**src/rtl/stream_hdr_insert.sv**
```systemverilog
// stream_hdr_insert: prepends an HDR_W-bit header to each packet on a
// padbytes/last bus (byte 0 at MSB). Payload shifts toward the LSB by
// HDR_BYTES; a trailing beat is emitted when the last beat overflows.
// Build option: STREAM_HDR_INSERT_ZERO_FILL_EN forces the padbytes-covered
// bytes of every last beat to zero.
module stream_hdr_insert #(
  parameter int DATA_W          = 512,
  parameter int HDR_W           = 64,
  parameter int DATA_PADBYTES   = DATA_W/8,
  parameter int DATA_PADBYTES_W = $clog2(DATA_PADBYTES)
) (
  input  logic                       clk,
  input  logic                       rst,
  input  logic                       src_ins_hdr_val,
  input  logic [HDR_W-1:0]           src_ins_hdr,
  output logic                       ins_src_hdr_rdy,
  input  logic                       src_ins_data_val,
  input  logic [DATA_W-1:0]          src_ins_data,
  input  logic [DATA_PADBYTES_W-1:0] src_ins_data_padbytes,
  input  logic                       src_ins_data_last,
  output logic                       ins_src_data_rdy,
  output logic                       ins_dst_data_val,
  output logic [DATA_W-1:0]          ins_dst_data,
  output logic [DATA_PADBYTES_W-1:0] ins_dst_data_padbytes,
  output logic                       ins_dst_data_last,
  input  logic                       dst_ins_data_rdy
);

  localparam int HDR_BYTES = HDR_W/8;
  localparam int USE_W     = DATA_W - HDR_W;
  localparam int USE_BYTES = USE_W/8;
  localparam int PW        = DATA_PADBYTES_W + 1;

  typedef enum logic [1:0] {HDR_WAIT, FIRST, BODY, EXTRA} state_t;

  state_t                     state;
  logic [HDR_W-1:0]           hdr_reg;
  logic [HDR_W-1:0]           carry_reg;
  logic [DATA_PADBYTES_W-1:0] pad_reg;

  logic [PW-1:0]              p_ext;
  logic                       spill;
  logic                       in_fire;
  logic [DATA_W-1:0]          dst_data;

  // Padbytes math is one bit wider so p+USE_BYTES cannot wrap.
  assign p_ext   = {1'b0, src_ins_data_padbytes};
  // Last beat has fewer pad bytes than the shift pushes out: needs EXTRA.
  assign spill   = (p_ext < PW'(HDR_BYTES));
  assign in_fire = src_ins_data_val && ins_src_data_rdy;

  // State and side registers: header capture, low-bit carry, spill padding.
  always_ff @(posedge clk) begin
    if (rst) begin
      state     <= HDR_WAIT;
      hdr_reg   <= '0;
      carry_reg <= '0;
      pad_reg   <= '0;
    end else begin
      case (state)
        HDR_WAIT: if (src_ins_hdr_val) begin
          hdr_reg <= src_ins_hdr;
          state   <= FIRST;
        end
        FIRST, BODY: if (in_fire) begin
          carry_reg <= src_ins_data[HDR_W-1:0];
          if (!src_ins_data_last) begin
            state <= BODY;
          end else if (!spill) begin
            state <= HDR_WAIT;
          end else begin
            pad_reg <= DATA_PADBYTES_W'(p_ext + PW'(USE_BYTES));
            state   <= EXTRA;
          end
        end
        EXTRA: if (dst_ins_data_rdy) state <= HDR_WAIT;
        default: state <= HDR_WAIT;
      endcase
    end
  end

  // Zero-latency output datapath; everything is held low while in reset so
  // a mid-packet reset never leaks a partial beat downstream.
  always_comb begin
    ins_src_hdr_rdy       = 1'b0;
    ins_src_data_rdy      = 1'b0;
    ins_dst_data_val      = 1'b0;
    dst_data              = '0;
    ins_dst_data_last     = 1'b0;
    ins_dst_data_padbytes = '0;
    if (!rst) begin
      case (state)
        HDR_WAIT: ins_src_hdr_rdy = 1'b1;
        FIRST, BODY: begin
          dst_data         = {(state == FIRST) ? hdr_reg : carry_reg,
                              src_ins_data[DATA_W-1 -: USE_W]};
          ins_dst_data_val = src_ins_data_val;
          ins_src_data_rdy = dst_ins_data_rdy;
          if (src_ins_data_last && !spill) begin
            ins_dst_data_last     = 1'b1;
            ins_dst_data_padbytes = DATA_PADBYTES_W'(p_ext - PW'(HDR_BYTES));
          end
        end
        EXTRA: begin
          dst_data              = {carry_reg, {USE_W{1'b0}}};
          ins_dst_data_val      = 1'b1;
          ins_dst_data_last     = 1'b1;
          ins_dst_data_padbytes = pad_reg;
        end
        default: ;
      endcase
    end
  end

`ifdef STREAM_HDR_INSERT_ZERO_FILL_EN
  // Padbytes is 0 on non-last beats, so the mask only bites on last beats.
  assign ins_dst_data = dst_data & ({DATA_W{1'b1}} << {ins_dst_data_padbytes, 3'b000});
`else
  assign ins_dst_data = dst_data;
`endif

endmodule

```
**config.mk**
```make
export PLATFORM = sky130hd
export DESIGN_NAME = stream_hdr_insert
export DESIGN_NICKNAME = d
export VERILOG_FILES = /design/src/rtl/stream_hdr_insert.sv
export SDC_FILE = /design/constraint.sdc
export NUM_CORES = 1
export LEC_CHECK = 0
export ABC_AREA = 1
export BUFFER_PORTS_ARGS = -buffer_cell sky130_fd_sc_hd__buf_2
export CAP_MARGIN = 20
export CORE_AREA = 5 5 425 427
export DETAILED_ROUTE_END_ITERATION = 6
export DIE_AREA = 0 0 430 432
export GPL_TIMING_DRIVEN = 0
export PLACE_DENSITY_LB_ADDON = 0.25
export SLEW_MARGIN = 15
export SYNTH_ARGS = -nofsm -noshare
export SYNTH_HDL_FRONTEND = slang
export SYNTH_SLANG_ARGS = --single-unit
```
**constraint.sdc**
```tcl
create_clock -name clk -period 2.5 [get_ports clk]
set_input_delay 0.75 -clock clk [delete_from_list [all_inputs] [get_ports clk]]
set_output_delay 0.75 -clock clk [all_outputs]
set_load 0.01 [all_outputs]
```
==> results of run 1 <==
## area by class of cell
cell class | count | area (um2) | share of cell area (%)
antenna | 33 | 82.6 | 0.345
buffer | 157 | 1530 | 6.40
clock buffer | 19 | 433 | 1.81
clock inverter | 13 | 124 | 0.517
inverter | 21 | 91.3 | 0.382
multi-input combinational | 1485 | 8030 | 33.5
sequential | 136 | 2730 | 11.4
tap | 2340 | 2930 | 12.2
timing repair buffer | 1187 | 7990 | 33.4
timing repair inverter | 1 | 6.26 | 0.0261
## through the flow
| step | cells | worst slack (ns) | hold WS (ns) | instance area [um2] |
|---|---|---|---|---|
| after CTS | 5314 | -0.583 | 0.463 | 21300 |
| after detailed placement | 5254 | -1.49 | 0.456 | 18100 |
| after global routing | 5379 | -0.591 | 0.493 | 23900 |
| after global placement | 5253 | -2.10 | 0.453 | 18100 |
| final | 5392 | -0.512 | 0.466 | 23900 |
| after floorplan | 1804 | 0.130 | 0.440 | 9590 |
## worst max-delay path: cells and delay by family (launching register included)
family,cells,cell delay [ns]
flops,1,0.35
buf+inv,6,0.87
simple gates,2,0.22
fa+ha+maj,1,0.33
## power breakdown
group          internal (mW)  total (mW)  leakage (nW)  switching [mW]
Clock                   1.37        2.51         0.265            1.14
Sequential              2.55        2.82          1.11           0.270
Combinational           8.35        18.8          9.61            10.5
Total                   12.3        24.2          11.0            11.9
## layer usage
layer / wire (um) / GRT usage (%) / vias to the layer above / part of all wire (%)
met5: 126 / 0 / - / 0.078
met4: 4190 / 3.29 / 20 / 2.6
met3: 7580 / 2.75 / 277 / 4.7
met2: 96900 / 35.2 / 841 / 60
met1: 51900 / 15.6 / 8200 / 32
li1: - / - / 8031 / -
## final timing paths
| path | to | slack [ns] | from | cells after the start |
|---|---|---|---|---|
| max | ins_dst_data[354] | -0.51 | state[0] | 9 |
| min | carry_reg[13] | 0.47 | carry_reg[13] | 2 |
| max reg2reg | hdr_reg[56] | 0.15 | state[0] | 7 |
| min reg2reg | carry_reg[13] | 0.47 | carry_reg[13] | 2 |
## cells by family (layout without fill, tap and decap cells)
| group | count (synthesis) | after routing |
|---|---|---|
| AO/OA/AOI/OAI | 203 | 203 |
| AND/OR/NAND/NOR | 1276 | 1276 |
| buffers and inverters | 183 | 1398 |
| flip-flops | 136 | 136 |
| other | 0 | 33 |
| adder cells (fa/ha/maj) | 5 | 5 |
| XOR/XNOR | 1 | 1 |
## placed cells by master, fill, tap and decap left out, types with 2 or more instances in the layout
cell type,Yosys,layout
buf_16,0,7
inv_4,0,3
buf_1,16,4
buf_4,3,94
clkbuf_4,0,10
a22oi_1,64,31
nand3b_1,3,3
nand4_1,2,2
clkbuf_8,0,2
buf_12,0,52
nor2_2,0,62
nor2_4,0,100
diode_2,0,33
a21oi_1,72,71
clkinv_4,0,4
inv_1,16,13
nand2_8,0,15
clkbuf_1,63,33
a22oi_2,0,33
buf_2,80,943
ha_1,5,4
nor2_1,661,499
inv_6,0,3
nand2_4,0,68
clkinv_2,0,2
clkinvlp_4,0,3
buf_6,0,130
inv_2,5,5
clkbuf_16,0,43
dfxtp_1,136,134
buf_8,0,26
o21ai_0,65,65
nand3_1,2,2
nand2_1,607,481
clkbuf_2,0,18
nand2_2,0,43
dfxtp_2,0,2
## what timing repair did
action | in CTS | in global routing
setup endpoints to repair | 538 | 525
cloned | 11 | 25
pin swaps | 38 | 96
setup buffers | 19 | 30
gates resized for setup | 680 | 478
==> results.sh, run 1 <==
export IMPL_crit_required_ns=1.75
export IMPL_cts_root_buf="clkbuf_16"
export IMPL_synthDistinctLibCells=20
export IMPL_core_area_um2=176000
export IMPL_postCtsHoldBufs=0
export IMPL_synth_area_per_cell_um2=5.31
export IMPL_grt_pass1_wl_um=194000
export IMPL_die_w_um=430
export IMPL_synth_top_area_cell="dfxtp_1"
export IMPL_synth_common_cells="661 x nor2_1, 607 x nand2_1, 136 x dfxtp_1"
export IMPL_syn_num_nets=2397
export IMPL_area_growth_synth_to_final_pct=150
export IMPL_rows=154
export IMPL_clock_latency_ns=0.47
export IMPL_path_max_fanout=8
export IMPL_via_count=17400
export IMPL_final_antenna_net_count=0
export IMPL_status="complete, but fails checks"
export IMPL_yosys_warnings=0
export IMPL_peakVddDrop_v=0.000494
export IMPL_cts_tree="done"
export IMPL_grt_util_all_layers_pct=16.3
export IMPL_initial_core_util_pct=5.45
export IMPL_min_path_type="reg -> reg"
export IMPL_synth_top_area_share_pct=28.4
export IMPL_netlist_instances=1804
export IMPL_fin_nets=3599
export IMPL_slowest_stage="dfxtp_2"
export IMPL_grt_max_degree=17
export IMPL_p_per_area_nw_per_um2=1010
export IMPL_vias_per_cell=3.22
export IMPL_drv_cap=0
export IMPL_num_fill_cells=20700
export IMPL_skew_ns=0.00769
export IMPL_yosys_area_share_simple_pct=50.2
export IMPL_synthAdderAreaFrac_pct=0.653
export IMPL_wl_um=161000
export IMPL_ys_seq_area_share_pct=28.4
export IMPL_numCtsBuffers=17
export IMPL_boundaryPins=1110
export IMPL_synthArstFlopShare_pct=0
export IMPL_antenna_found_initial=142
export IMPL_synth_top_family_by_area="simple AND/OR/NAND/NOR gates"
export IMPL_cpMostUsedCell="buf_12"
export IMPL_critPathArrivalTime_ns=2.26
export IMPL_yosys_top_cells_area="dfxtp_1 28%, nor2_1 26%, nand2_1 24%, a22oi_1 5.0%, buf_2 4.2%"
export IMPL_slowest_delay_ns=0.35
export IMPL_hold_viol_final=0
export IMPL_gp_congestion=0.993
export IMPL_crit_chain="inv_2 -> ha_4 -> buf_12 -> buf_12 -> clkbuf_16 -> buf_12 -> nand2_1 -> nor2_2 -> buf_2"
export IMPL_synth_ff_type="dfxtp_1"
export IMPL_wl_per_cell_um=29.8
export IMPL_worstSetupPathType="reg -> out"
export IMPL_synth_compound_area_share_pct=12.3
export IMPL_worst_slew_pin_slew_ns=0.987
export IMPL_setup_ws_ns=-0.512
export IMPL_violations="negative setup slack"
export IMPL_maxSlewViolCount=0
export IMPL_power_leakage_nw=11.0
export IMPL_critPathLaunchType="flip-flop"
export IMPL_setup_worst_path_end_class="primary output"
export IMPL_overflow=0
export IMPL_die_height_um=432
export IMPL_synthXorXnorAreaFrac_pct=0.0914
export IMPL_yosysMostFrequentCell="nor2_1"
export IMPL_fmax_ghz=0.332
export IMPL_clock_path_buffers=2
export IMPL_die_area_um2=186000
export IMPL_synth_edff_count=0
export IMPL_htree_num_levels=4
export IMPL_drc=0
export IMPL_fin_crit_ns=3.01
export IMPL_grt_pass1_vias=16800
export IMPL_portBuffers=1109
export IMPL_firstDrtPassIters=5
export IMPL_fin_crit_sh_pct=120
export IMPL_rsz0062_at_grt="true"
export IMPL_hpwl_um=144000
export IMPL_numClockSinks=136
export IMPL_synth_seq_cells=136
export IMPL_slew_headroom_pct=34.2
export IMPL_drtIter0Drc=931
export IMPL_finalSetupTns_ns=-206.98
export IMPL_power_mw=24.2
export IMPL_drive_gt1_share_pct=55.5
export IMPL_synthMuxAreaShare_pct=0
export IMPL_path_clk_slew_ns=0.06
export IMPL_setup_viol_count_final=522
export IMPL_synth_area_um2=9590
export IMPL_fin_util_pct=13.6
Power figures use the tool's default switching activity.
==> inputs of run 2 (changes only) <==
Settings changed: CTS_CLUSTER_SIZE from default to 40, PLACE_DENSITY from default to 0.3, PLACE_DENSITY_LB_ADDON 0.25 to default.
Clock period 2.5 ns to 2.4 ns, I/O delays scaled along.
==> run 2 against run 1 <==
Compared with the run above: the run still ends with negative setup slack left; worst setup slack worse by 0.11 ns; critical endpoint is now ins_dst_data[246]; combinational power decreased by 14%; critical path depth fell by 1; utilization fell by 1.1 points.
==> results.sh, run 2 (synthesis results as in run 1) <==
export IMPL_clock_path_buffers=2
export IMPL_final_antenna_net_count=0
export IMPL_rsz0062_at_grt="true"
export IMPL_cts_root_buf="clkbuf_16"
export IMPL_hpwl_um=163000
export IMPL_grt_pass1_vias=17600
export IMPL_dp_cells=5253
export IMPL_antenna_found_initial=204
export IMPL_power_leakage_nw=10.3
export IMPL_path_max_fanout=9
export IMPL_layout_common_cells="969 x buf_2, 530 x nor2_1, 529 x nand2_1"
export IMPL_core_area_um2=176000
export IMPL_drc=0
export IMPL_area_growth_synth_to_final_pct=130
export IMPL_p_per_area_nw_per_um2=1000
export IMPL_clock_latency_ns=0.49
export IMPL_drive_gt1_share_pct=51.4
export IMPL_worstSetupPathType="reg -> out"
export IMPL_instances_no_fill=5329
export IMPL_setup_ws_ns=-0.624
export IMPL_numClockSinks=136
export IMPL_seq_area_um2=2730
export IMPL_min_path_type="reg -> reg"
export IMPL_via_count=17400
export IMPL_drv_cap=0
export IMPL_fin_util_pct=12.5
export IMPL_worstRegToRegCells=7
export IMPL_fin_nets=3552
export IMPL_min_path_cells=2
export IMPL_firstDrtPassIters=5
export IMPL_slew_headroom_pct=43.3
export IMPL_violations="negative setup slack"
export IMPL_wl_per_cell_um=33.5
export IMPL_gp_congestion=0.999
export IMPL_critPathArrivalTime_ns=2.30
export IMPL_multi_input_area_um2=7370
export IMPL_wl_um=178000
export IMPL_worst_slew_pin_slew_ns=0.851
export IMPL_holdWs_ns=0.466
export IMPL_setup_worst_path_end_class="primary output"
export IMPL_peakVddDrop_v=0.000584
export IMPL_cts_tree="done"
export IMPL_fmax_ghz=0.331
export IMPL_grt_util_all_layers_pct=18.3
export IMPL_status="complete, but fails checks"
export IMPL_portBuffers=1109
export IMPL_grt_pass1_wl_um=216000
export IMPL_htree_num_levels=4
export IMPL_skew_ns=0.0118
export IMPL_vias_per_cell=3.27
export IMPL_hold_viol_final=0
export IMPL_postCtsHoldBufs=0
export IMPL_drtIter0Drc=1034
export IMPL_critPathLaunchType="flip-flop"
export IMPL_fin_crit_ns=3.02
export IMPL_initial_core_util_pct=5.45
export IMPL_crit_required_ns=1.68
export IMPL_numCtsBuffers=17
export IMPL_rows=154
export IMPL_fin_crit_sh_pct=126
export IMPL_die_area_um2=186000
export IMPL_setup_viol_count_final=522
export IMPL_die_height_um=432
export IMPL_r2r_slack_ns=0.03
export IMPL_boundaryPins=1110
export IMPL_die_w_um=430
export IMPL_overflow=0
export IMPL_grt_max_degree=17
export IMPL_path_clk_slew_ns=0.07
export IMPL_layout_commonest_cell="buf_2"
export IMPL_maxSlewViolCount=0
export IMPL_num_fill_cells=20900
[run 2: report_power, final]
part / total, mW / switching (mW) / internal, mW / leakage (nW)
Combinational: 16.2 / 10.0 / 6.15 / 8.88
Sequential: 2.91 / 0.251 / 2.66 / 1.11
Clock: 2.99 / 1.21 / 1.77 / 0.305
[run 2: final cells by class]
class / count / share of cell area (%)
multi-input combinational: 1485 / 33.4
timing repair buffer: 1140 / 31.6
tap: 2340 / 13.3
sequential: 136 / 12.4
buffer: 157 / 5.82
clock buffer: 19 / 2.01
clock inverter: 13 / 0.874
inverter: 21 / 0.403
antenna: 17 / 0.193
timing repair inverter: 1 / 0.0284
[run 2: worst max-delay path: stages (launching register included)]
cell	delay [ns]
dfxtp_2	0.35
inv_2	0.06
ha_4	0.31
buf_12	0.19
buf_16	0.23
buf_12	0.16
nand2_4	0.09
nor2_4	0.21
buf_6	0.14
[run 2: stage by stage]
stage	power, mW	TNS, ns	worst slack, ns	area (um2)
after floorplan	8.07	0	0.0899	9590
after global placement	14.9	-620.94	-1.60	18100
after detailed placement	14.8	-602.13	-1.58	18100
after CTS	21.7	-284.58	-0.646	21200
after global routing	23.4	-300.91	-0.672	22000
final	22.1	-238.08	-0.624	22100
[run 2: final timing paths]
check	from	endpoint
hold reg to reg	carry_reg[11]	carry_reg[11]
setup reg to reg	state[0]	hdr_reg[55]
setup / recovery	state[0]	ins_dst_data[246]
hold / removal	carry_reg[11]	carry_reg[11]
[run 2: metal layers]
layer	up-vias	track usage (%)	wire length [um]
met5	-	0	237
met4	38	4.34	6670
met3	404	3.67	8880
met2	933	41.0	109000
met1	8153	16.0	53300
li1	7916	-	-
[run 2: repair_timing]
action	4_1_cts	5_1_grt
pin swaps	41	21
setup buffers	19	3
endpoints found under the setup margin	558	533
gates cloned	7	4
resized for setup	669	228
